File: src/rtl/fadd_issue.sv
// Two-stage issue/retire wrapper around the combinational single-precision adder.
// Optional FADD_ISSUE_SKID_EN adds a one-entry skid buffer so in_ready has no out_ready path.
module fadd_issue #(
  parameter int TAG_W = 5
) (
  input  logic             clk,
  input  logic             rst,
  input  logic             in_valid,
  output logic             in_ready,
  input  logic             in_op,
  input  logic [31:0]      in_a,
  input  logic [31:0]      in_b,
  input  logic [TAG_W-1:0] in_tag,
  output logic [31:0]      add_x1,
  output logic [31:0]      add_x2,
  input  logic [31:0]      add_y,
  input  logic             add_ovf,
  output logic             out_valid,
  input  logic             out_ready,
  output logic [31:0]      out_y,
  output logic             out_ovf,
  output logic [TAG_W-1:0] out_tag,
  output logic             ovf_sticky,
  input  logic             ovf_clr
);

  logic             s1_valid;
  logic [TAG_W-1:0] s1_tag;
  logic             s2_free;
  logic             s1_move;
  logic             accept;
  logic [31:0]      in_x2;

  logic             s1_load;
  logic [31:0]      load_x1;
  logic [31:0]      load_x2;
  logic [TAG_W-1:0] load_tag;

  // Subtraction is folded into operand B by flipping its sign bit, whatever it encodes.
  assign in_x2   = in_op ? {~in_b[31], in_b[30:0]} : in_b;
  assign s2_free = ~out_valid | out_ready;
  assign s1_move = s1_valid & s2_free;

`ifdef FADD_ISSUE_SKID_EN
  logic             skid_valid;
  logic [31:0]      skid_x1;
  logic [31:0]      skid_x2;
  logic [TAG_W-1:0] skid_tag;
  logic             s1_open;

  assign s1_open  = ~s1_valid | s2_free;
  assign in_ready = ~rst & ~skid_valid;
  assign accept   = in_valid & in_ready;

  // The skid entry is older than anything on the input, so it has priority into S1.
  always_comb begin
    s1_load  = s1_open & (skid_valid | accept);
    load_x1  = skid_valid ? skid_x1  : in_a;
    load_x2  = skid_valid ? skid_x2  : in_x2;
    load_tag = skid_valid ? skid_tag : in_tag;
  end

  always_ff @(posedge clk) begin
    if (rst) begin
      skid_valid <= 1'b0;
      skid_x1    <= '0;
      skid_x2    <= '0;
      skid_tag   <= '0;
    end else if (skid_valid) begin
      if (s1_open) skid_valid <= 1'b0;
    end else if (accept & ~s1_open) begin
      skid_valid <= 1'b1;
      skid_x1    <= in_a;
      skid_x2    <= in_x2;
      skid_tag   <= in_tag;
    end
  end
`else
  assign in_ready = ~rst & (~s1_valid | s2_free);
  assign accept   = in_valid & in_ready;

  always_comb begin
    s1_load  = accept;
    load_x1  = in_a;
    load_x2  = in_x2;
    load_tag = in_tag;
  end
`endif

  always_ff @(posedge clk) begin
    if (rst) begin
      s1_valid <= 1'b0;
      add_x1   <= '0;
      add_x2   <= '0;
      s1_tag   <= '0;
    end else if (s1_load) begin
      s1_valid <= 1'b1;
      add_x1   <= load_x1;
      add_x2   <= load_x2;
      s1_tag   <= load_tag;
    end else if (s1_move) begin
      s1_valid <= 1'b0;
    end
  end

  always_ff @(posedge clk) begin
    if (rst) begin
      out_valid  <= 1'b0;
      out_y      <= '0;
      out_ovf    <= 1'b0;
      out_tag    <= '0;
      ovf_sticky <= 1'b0;
    end else begin
      if (s1_move) begin
        out_valid <= 1'b1;
        out_y     <= add_y;
        out_ovf   <= add_ovf;
        out_tag   <= s1_tag;
      end else if (s2_free) begin
        out_valid <= 1'b0;
      end
      // A new overflow in the same cycle as a clear keeps the flag set.
      ovf_sticky <= (ovf_sticky & ~ovf_clr) | (s1_move & add_ovf);
    end
  end

endmodule

File: config.mk
export PLATFORM = sky130hd
export DESIGN_NAME = fadd_issue
export DESIGN_NICKNAME = d
export VERILOG_FILES = /design/src/rtl/fadd_issue.sv
export SDC_FILE = /design/constraint.sdc
export NUM_CORES = 1
export LEC_CHECK = 0
export BUFFER_PORTS_ARGS = -buffer_cell sky130_fd_sc_hd__buf_2
export CORE_AREA = 3 3 115 117
export DETAILED_ROUTE_END_ITERATION = 10
export DIE_AREA = 0 0 118 120
export PLACE_DENSITY = 0.65
export SYNTH_ARGS = -nofsm -noshare
export SYNTH_HDL_FRONTEND = slang
export SYNTH_SLANG_ARGS = --single-unit
File: constraint.sdc
create_clock -name clk -period 1.3 [get_ports clk]
set_input_delay 0.195 -clock clk [delete_from_list [all_inputs] [get_ports clk]]
set_output_delay 0.195 -clock clk [all_outputs]
set_load 0.05 [all_outputs]
# Yosys cells after proc, flatten, opt, wreduce, memory -nomap -nowiden
# Cells that the tools add are included.
[op_classes]
add_sub_neg = 0
multipliers = 0
div_mod_pow = 0
magnitude_cmp = 0
eq_ne = 0
n_shift = 0
muxes = 5
n_bitwise = 13
n_reduce_logical = 2
[op_table]
columns = ["operator", "count"]
rows = [
  ["32-bit 2-to-1 mux", 1],
  ["1-bit AND", 5],
  ["1-bit NOT", 5],
  ["1-bit 2-to-1 mux", 4],
  ["2-bit nonzero test", 2],
  ["1-bit bitwise OR", 3],
]
[totals]
regBits = 110
latch_bits = 0
ramBits = 0
romBits = 0
input_bits = 108
word_cells = 29
memories = 0

# Logic depth before layout (Yosys ltp)
# Gate-level depths: netlist (run 1).
[logic_depth]
word_depth = 6
depth_mapped = 5
depth_no_buf = 3

# Worst setup path after synthesis (run 1)
# OpenSTA, ideal clock, no wires.
[synth_path]
kind = "flip-flop to output port"
startpoint = "register out_valid"
endpoint = "output port in_ready"
t_arrival_ps = 1666
t_required_ps = 1105
slack_ps = -561
stages_incl_launch_ff = 4
n_path_buf = 1
path_cell_list = "dfxtp_1 > nor2b_1 > clkbuf_1 > a21oi_1"
[synth_via]
elab_chain_len = 4
[synth_rtl]
columns = ["element", "line", "rtl"]
rows = [
  ["from (decl)", "18", "output logic out_valid,"],
  ["from (signal assigned)", "108", "out_valid <= 1'b0;"],
  ["from (signal assigned)", "115", "out_valid <= 1'b1;"],
  ["from (signal assigned)", "120", "out_valid <= 1'b0;"],
  ["1-bit NOT", "41", "assign s2_free = ~out_valid | out_ready;"],
  ["1-bit bitwise OR", "41", ""],
  ["1-bit bitwise OR", "79", "assign in_ready = ~rst & (~s1_valid | s2_free);"],
  ["1-bit AND", "79", ""],
  ["to (decl)", "9", "output logic in_ready,"],
]
# No other way between the ends.

# Worst setup path after layout (run 1)
# Same ends and word-level chain as after synthesis.

==> impl_metrics.env, run 1 <==
export IMPL_outcome="finished with violations"
export IMPL_violations="setup timing"
export IMPL_fin_crit_ps=1360
export IMPL_rsz0062_at_grt="true"
export IMPL_yosysTopAreaCell="dfxtp_1"
export IMPL_worst_pin_slew_ps=290
export IMPL_cts_tree="yes"
export IMPL_rows=41
export IMPL_layout_nets=726
export IMPL_cts_sinks=110
export IMPL_holdWs_ps=67.6
export IMPL_synth_most_common_cell="dfxtp_1"
export IMPL_r2r_start="out_valid"
export IMPL_combPwrFrac_pct=21.9
export IMPL_clk_path_buf_depth=2
export IMPL_wl_per_cell_um=14.4
export IMPL_crit_chain="nor2b_4 -> a21oi_4 -> buf_6"
export IMPL_portBuffers=212
export IMPL_final_setup_worst_slack_ps=-63.8
export IMPL_cpLargestDelayFamily="flip-flops"
export IMPL_grt_pass1_wl_mm=18.1
export IMPL_slew_viol_final=0
export IMPL_ys_seq_elements=110
export IMPL_overflow=0
export IMPL_r2r_setup_slack_ps=-60
export IMPL_whs_path_depth=2
export IMPL_die_h_um=120
export IMPL_drive_gt1_share_pct=51.8
export IMPL_synth_area_per_cell_sq_um=10.4
export IMPL_via_per_inst=4.60
export IMPL_intPower_uw=5630
export IMPL_grt_max_degree=62
export IMPL_antenna_found_initial=1
export IMPL_r2r_cells=5
export IMPL_netlist_area_sq_um=4260
export IMPL_drt_met1_wl_mm=4.64
export IMPL_drt_antenna_violating_nets=0
export IMPL_drt_iter0_drc=154
export IMPL_cpMaxStageDelayCell="dfxtp_4"
export IMPL_r2r_end="add_x2[21]"
export IMPL_holdPathEnd="add_x2[19]"
export IMPL_synth_top_area_share_pct=51.7
export IMPL_synth_commonest_cells="110 x dfxtp_1, 69 x nor2b_1, 57 x mux2_2"
export IMPL_synth_async_reset_ratio_pct=0
export IMPL_fin_total_pwr_uw=8150
export IMPL_vias=3658
export IMPL_crit_type="reg -> out"
export IMPL_grtUsageTotal_pct=15.9
export IMPL_start_util_pct=34.2
export IMPL_highest_layer="met5"
export IMPL_hp_class="in -> reg"
export IMPL_clk_latency_ps=350
export IMPL_hold_path_startpoint="in_b[19]"
export IMPL_io_pins=213
export IMPL_diodes=0
export IMPL_max_slew_margin_rel_pct=80.7
export IMPL_clkPwrFrac_pct=32.8
export IMPL_drc=0
export IMPL_dieArea_sq_um=14200
export IMPL_critPathMaxStageDelay_ps=350
export IMPL_sequentialPowerShare_pct=45.3
export IMPL_drt_total_wl_mm=11.5
export IMPL_startpoint="out_valid"
export IMPL_skew_ps=7.44
export IMPL_cp_end_kind="output pin"
export IMPL_grt_pass1_vias=3648
export IMPL_worstPathMaxFanout=5
export IMPL_area_delta_synth_final_pct=40.7
export IMPL_critical_path_buf_inv_count=1
export IMPL_synth_area_leaders="dfxtp_1 52%, mux2_2 15%, nor2b_1 10%, a21oi_1 4.9%, nand3_1 4.5%"
export IMPL_start_kind="register"
export IMPL_clockRootBuffer="clkbuf_16"
export IMPL_core_sq_um=12500
export IMPL_syn_inst=409
export IMPL_first_pass_iters=6
export IMPL_dp_slack_ps=-106
export IMPL_synth_cell_types=22
export IMPL_clk_pin_slew_ps=70
export IMPL_crit_arrival_ps=1170
export IMPL_dpl_hpwl_mm=8.38
export IMPL_max_cap_violations=0
export IMPL_met3_length_mm=1.24
export IMPL_fmax_ghz=0.733
export IMPL_synth_fp_nets=517
export IMPL_p_sw_share_pct=30.9
export IMPL_power_density_nw_per_um2=1360
export IMPL_nFillCells=1210
export IMPL_cp_required_ps=1110
export IMPL_p_leak_uw=0.00289
export IMPL_p_sw_uw=2520
export IMPL_period_share_pct=105
export IMPL_ys_warn_count=0
export IMPL_numCtsBuffers=9
export IMPL_gp_congestion=0.748
export IMPL_setup_viol=68
export IMPL_htreeDepth=3
export IMPL_synth_edf_count=0
export IMPL_die_w_um=118
export IMPL_fin_util_pct=48.1
export IMPL_ys_seq_area_share_pct=51.7
export IMPL_hold_viol=0
export IMPL_peakVddDrop_v=0.000834
export IMPL_wl_met2_mm=5.44
export IMPL_synth_ff_type="dfxtp_1"
-- stage by stage --
stage               TNS (ps)  cell area (sq um)  std cells
global placement       -4680               5580        775
floorplan              -2900               4280        409
detailed placement     -5460               5580        775
global route           -7370               6000        795
finish                 -2300               6000        795
CTS                    -2660               5900        791
-- cells in the final DEF, fill, tap and decap left out, types with 3 or more instances in the layout --
| master | count |
|---|---|
| buf_4 | 12 |
| nor2b_1 | 68 |
| buf_2 | 209 |
| a21oi_1 | 41 |
| dfxtp_1 | 108 |
| o21ai_0 | 37 |
| nand2b_1 | 3 |
| nand3_1 | 38 |
| mux2_2 | 50 |
| clkbuf_16 | 10 |
| buf_12 | 6 |
| mux2_4 | 18 |
| buf_6 | 4 |
-- area by class of cell --
cell class	instances	area, sq um	area share, %
Timing Repair Buffer	233	1330	22.2
Multi-Input combinational cell	262	1940	32.3
Tap cell	172	215	3.59
Sequential cell	110	2210	36.8
Clock buffer	11	253	4.22
Clock inverter	5	40.0	0.668
Inverter	2	7.51	0.125
-- worst max-delay path by stage --
stage / end / slack, ps / cells after the start
after floorplan: add_x1[10] / -120 / 5
after global placement: s1_tag[1] / -80 / 5
after detailed placement: add_x1[22] / -110 / 5
after CTS: in_ready / -80 / 3
after global routing: add_x2[21] / -130 / 5
final: in_ready / -60 / 3
-- power groups by stage --
stage	Sequential, uW	Combinational, uW	Clock (uW)
3_3_place_gp	3760	1720	0
3_5_place_dp	3770	1750	0
6_report	3700	1790	2670
2_1_floorplan	4510	490	0
4_1_cts	3700	1760	2770
5_1_grt	3730	1890	2920
-- per-layer routing --
layer / track usage [%] / up-vias
li1: - / 1814
met1: 18.0 / 1672
met2: 26.7 / 158
met3: 7.92 / 12
met4: 4.40 / 2
met5: 0 / -
-- cells by family (layout without fill, tap and decap cells) --
| logic type | Yosys count | in the layout | share of synthesized area [%] |
|---|---|---|---|
| muxes | 69 | 69 | 19.0 |
| DFF | 110 | 110 | 51.7 |
| and+or+nand+nor | 112 | 112 | 15.5 |
| xor gates and xnor gates | 1 | 1 | 0.205 |
| AOI/OAI and AO/OA | 80 | 80 | 9.39 |
| buffers and inverters | 37 | 251 | 4.29 |
-- state kept, by name, summed over array words and instances (netlist names) --
name	flops
s1_tag	5
out_valid	1
out_y	32
add_x2	32
s1_valid	1
add_x1	32
out_ovf	1
ovf_sticky	1
out_tag	5
-- timing repair --
action	4_1_cts	5_1_grt
cloned	0	2
hold buffers	0	0
resized for setup	7	10
buffers inserted	0	2
endpoints found under the setup margin	62	70
Power figures use the tool's default switching activity.
==> run 2: changes to the inputs <==
- CORE_AREA: 3 3 115 117 -> 3 3 121 111
- DIE_AREA: 0 0 118 120 -> 0 0 124 114
==> impl_metrics.env, run 2 (synthesized netlist as in run 1, its figures left out) <==
export IMPL_outcome="finished with violations"
export IMPL_violations="setup timing"
export IMPL_overflow=0
export IMPL_die_w_um=124
export IMPL_intPower_uw=5780
export IMPL_antenna_found_initial=1
export IMPL_worst_pin_slew_ps=362
export IMPL_vias=3778
export IMPL_wl_per_cell_um=15.9
export IMPL_fin_util_pct=51.8
export IMPL_slew_viol_final=0
export IMPL_rsz0062_at_grt="true"
export IMPL_io_pins=213
export IMPL_grt_pass1_vias=3810
export IMPL_power_density_nw_per_um2=1320
export IMPL_drive_gt1_share_pct=52.3
export IMPL_period_share_pct=110
export IMPL_hp_class="in -> reg"
export IMPL_combPwrFrac_pct=23.5
export IMPL_p_sw_uw=2530
export IMPL_gp_congestion=0.748
export IMPL_cts_hold_buffers=0
export IMPL_diodes=0
export IMPL_drt_antenna_violating_nets=0
export IMPL_final_setup_worst_slack_ps=-132
export IMPL_fin_crit_ps=1430
export IMPL_p_leak_uw=0.00315
export IMPL_peakVddDrop_v=0.000945
export IMPL_start_util_pct=35.0
export IMPL_layout_nets=732
export IMPL_htreeDepth=3
export IMPL_drt_total_wl_mm=12.5
export IMPL_clockRootBuffer="clkbuf_16"
export IMPL_setup_viol=56
export IMPL_drc=0
export IMPL_dp_slack_ps=-121
export IMPL_final_common_cell="buf_2"
export IMPL_cts_tree="yes"
export IMPL_grt_pass1_wl_mm=18.7
export IMPL_clk_latency_ps=350
export IMPL_via_per_inst=4.79
export IMPL_crit_type="reg -> out"
export IMPL_top_regs="add_x1 (32), add_x2 (32), out_y (32)"
export IMPL_grt_max_degree=36
export IMPL_first_pass_iters=4
export IMPL_start_kind="register"
export IMPL_cp_required_ps=1110
export IMPL_fmax_ghz=0.698
export IMPL_clkPwrFrac_pct=32.1
export IMPL_dieArea_sq_um=14100
export IMPL_cts_sinks=110
export IMPL_drt_iter0_drc=110
export IMPL_fin_total_pwr_uw=8320
export IMPL_worstPathMaxFanout=2
export IMPL_rows=38
export IMPL_sequentialPowerShare_pct=44.5
export IMPL_numCtsBuffers=9
export IMPL_portBuffers=212
export IMPL_max_slew_margin_rel_pct=75.8
export IMPL_crit_arrival_ps=1240
export IMPL_tns_ps=-4530
export IMPL_dpl_hpwl_mm=8.42
export IMPL_skew_ps=4.79
export IMPL_layout_common_cells="209 x buf_2, 108 x dfxtp_1, 68 x nor2b_1, 68 x mux2_4, 41 x a21oi_1"
export IMPL_clk_pin_slew_ps=70
export IMPL_holdWs_ps=66.6
export IMPL_p_sw_share_pct=30.5
export IMPL_core_sq_um=12200
export IMPL_die_h_um=114
export IMPL_cp_end_kind="output pin"
export IMPL_clk_path_buf_depth=2
export IMPL_hold_viol=0
export IMPL_max_cap_violations=0
export IMPL_grtUsageTotal_pct=16.9
export IMPL_area_delta_synth_final_pct=48.0
==> run 2: layout make-up <==
| type | instances | area [sq um] |
|---|---|---|
| Multi-Input combinational cell | 262 | 2120 |
| Inverter | 2 | 7.51 |
| Tap cell | 160 | 200 |
| Timing Repair Buffer | 239 | 1480 |
| Clock inverter | 3 | 17.5 |
| Sequential cell | 110 | 2210 |
| Clock buffer | 13 | 270 |
| Fill cell | 1116 | 5860 |
==> run 2: path summary, 6_finish.rpt <==
kind | startpoint | end | slack (ps) | cells past startpoint
worst max-delay path | out_valid | in_ready | -130 | 4
worst min-delay path | in_a[31] | add_x1[31] | 70 | 2
worst max register to register | out_valid | add_x2[29] | -100 | 5
worst min register to register | out_ovf | out_ovf | 470 | 2
==> run 2: stage by stage <==
step	instances	area [sq um]
6_report	789	6310
2_1_floorplan	409	4280
5_1_grt	789	6310
4_1_cts	787	6080
3_3_place_gp	762	5550
3_5_place_dp	762	5550
==> run 2: layer usage <==
metal	vias to the layer above	GRT usage (%)	share of wire, %
li1	1826	-	-
met5	-	0	0.056
met3	14	9.57	12
met4	2	4.01	1.1
met1	1766	19.2	41
met2	170	27.5	46
==> run 2: what timing repair did <==
action,4_1_cts,5_1_grt
endpoints found under the setup margin,61,104
buffers inserted,6,0
cloned,3,3
pin swaps,1,1
resized for setup,24,58
==> run 2: power groups by stage <==
stage	Combinational [uW]	Sequential, uW	Clock (uW)
after CTS	1850	3700	2750
after floorplan	490	4510	0
final	1950	3700	2670
after global placement	1720	3760	0
after global routing	2060	3730	2880
after detailed placement	1740	3770	0
==> run 2: worst max-delay path: stages (launching register included) <==
cell	delay, ps
dfxtp_4	340
buf_6	110
nor2b_4	120
a21oi_2	140
buf_6	180
==> run 3: changes to the inputs <==
- REMOVE_ABC_BUFFERS: not set -> 1
==> impl_metrics.env, run 3 (synthesized netlist as in run 1, its figures left out) <==
export IMPL_outcome="finished with violations"
export IMPL_violations="setup timing"
export IMPL_core_sq_um=12200
export IMPL_start_kind="register"
export IMPL_overflow=0
export IMPL_tns_ps=-4900
export IMPL_period_share_pct=108
export IMPL_die_h_um=114
export IMPL_max_cap_violations=0
export IMPL_drt_total_wl_mm=12.4
export IMPL_grt_max_degree=55
export IMPL_setup_viol=68
export IMPL_top_regs="add_x1 (32), add_x2 (32), out_y (32)"
export IMPL_die_w_um=124
export IMPL_power_density_nw_per_um2=1300
export IMPL_via_per_inst=4.76
export IMPL_drt_antenna_violating_nets=0
export IMPL_fmax_ghz=0.710
export IMPL_cts_tree="yes"
export IMPL_cts_sinks=110
export IMPL_rows=38
export IMPL_final_cell_count_no_fill=789
export IMPL_fin_crit_ps=1410
export IMPL_grt_pass1_vias=3747
export IMPL_portBuffers=212
export IMPL_first_pass_iters=4
export IMPL_clk_latency_ps=340
export IMPL_drive_gt1_share_pct=52.1
export IMPL_layout_common_cells="209 x buf_2, 108 x dfxtp_1, 68 x nor2b_1, 41 x a21oi_1, 38 x nand3_1"
export IMPL_peakVddDrop_v=0.00133
export IMPL_htreeDepth=3
export IMPL_crit_chain="nand3b_1 -> nand3b_4 -> buf_12 -> clkbuf_16 -> mux2_4"
export IMPL_skew_ps=4.99
export IMPL_p_leak_uw=0.00304
export IMPL_dpl_hpwl_mm=8.52
export IMPL_rsz0062_at_grt="true"
export IMPL_final_setup_worst_slack_ps=-108
export IMPL_hold_viol=0
export IMPL_slew_viol_final=0
export IMPL_critPathMaxStageDelay_ps=350
export IMPL_hp_class="in -> reg"
export IMPL_dieArea_sq_um=14100
export IMPL_dpl_cell_count=763
export IMPL_start_util_pct=35.0
export IMPL_drt_iter0_drc=159
export IMPL_final_common_cell="buf_2"
export IMPL_holdWs_ps=57.3
export IMPL_layout_nets=734
export IMPL_grtUsageTotal_pct=16.6
export IMPL_area_delta_synth_final_pct=46.6
export IMPL_worst_pin_slew_ps=280
export IMPL_antenna_found_initial=0
export IMPL_clk_pin_slew_ps=70
export IMPL_max_slew_margin_rel_pct=81.5
export IMPL_cp_end_kind="register"
export IMPL_gp_congestion=0.754
export IMPL_cts_hold_buffers=0
export IMPL_wl_per_cell_um=15.7
export IMPL_diodes=0
export IMPL_crit_type="reg -> reg"
export IMPL_grt_pass1_wl_mm=18.4
export IMPL_clockRootBuffer="clkbuf_16"
export IMPL_clk_path_buf_depth=2
export IMPL_worstPathMaxFanout=8
export IMPL_cpMaxStageDelayCell="dfxtp_2"
export IMPL_vias=3758
export IMPL_crit_arrival_ps=1640
export IMPL_numCtsBuffers=9
export IMPL_io_pins=213
export IMPL_drc=0
export IMPL_cp_required_ps=1530
run 3: power by group:
part / internal, uW / switching [uW] / total (uW)
registers: 3600 / 105 / 3700
clock network: 1320 / 1180 / 2500
logic: 708 / 1210 / 1910
run 3: path summary, 6_finish.rpt:
| path | from | end | slack (ps) | cells after the start |
|---|---|---|---|---|
| setup / recovery | s1_valid | add_x1[27] | -110 | 5 |
| hold / removal | in_b[28] | add_x2[28] | 60 | 2 |
| setup reg to reg | s1_valid | add_x1[27] | -110 | 5 |
| hold reg to reg | out_tag[2] | out_tag[2] | 480 | 2 |
run 3: layer usage:
layer | vias to the layer above | track usage (%) | share of wire (%)
met3 | 15 | 8.28 | 12
met2 | 188 | 27.9 | 46
met5 | - | 0 | 0
met1 | 1729 | 18.2 | 40
met4 | 0 | 5.55 | 1.5
li1 | 1826 | - | -
run 3: through the flow:
step / util, % / setup WS, ps / power [uW] / instance area [sq um]
after floorplan: - / -1440 / 4930 / 4090
after CTS: 50.1 / -115 / 8190 / 6100
after detailed placement: 46.0 / -142 / 5540 / 5600
after global placement: 46.0 / -112 / 5510 / 5600
after global routing: 51.4 / -194 / 8470 / 6250
final: 51.4 / -108 / 8120 / 6250
run 3: critical path, delay by kind of cell, from the launching register on:
family | cells | cell delay (ps)
flip-flops | 1 | 350
multiplexers | 1 | 300
AND/OR/NAND/NOR | 2 | 330
buffers and inverters | 2 | 310
run 3: area by class of cell:
type                            count  area [sq um]
Fill cell                        1116          5920
Sequential cell                   110          2200
Multi-Input combinational cell    262          2010
Timing Repair Buffer              241          1570
Clock buffer                       10           239
Tap cell                          160           200
Clock inverter                      4          25.0
Inverter                            2          7.51
run 3: what timing repair did:
item | 4_1_cts | 5_1_grt
setup endpoints to repair | 106 | 88
endpoints found under the hold margin | 0 | 0
resized for setup | 30 | 22
pin swaps | 3 | 2
setup buffers | 5 | 1
gates cloned | 2 | 4
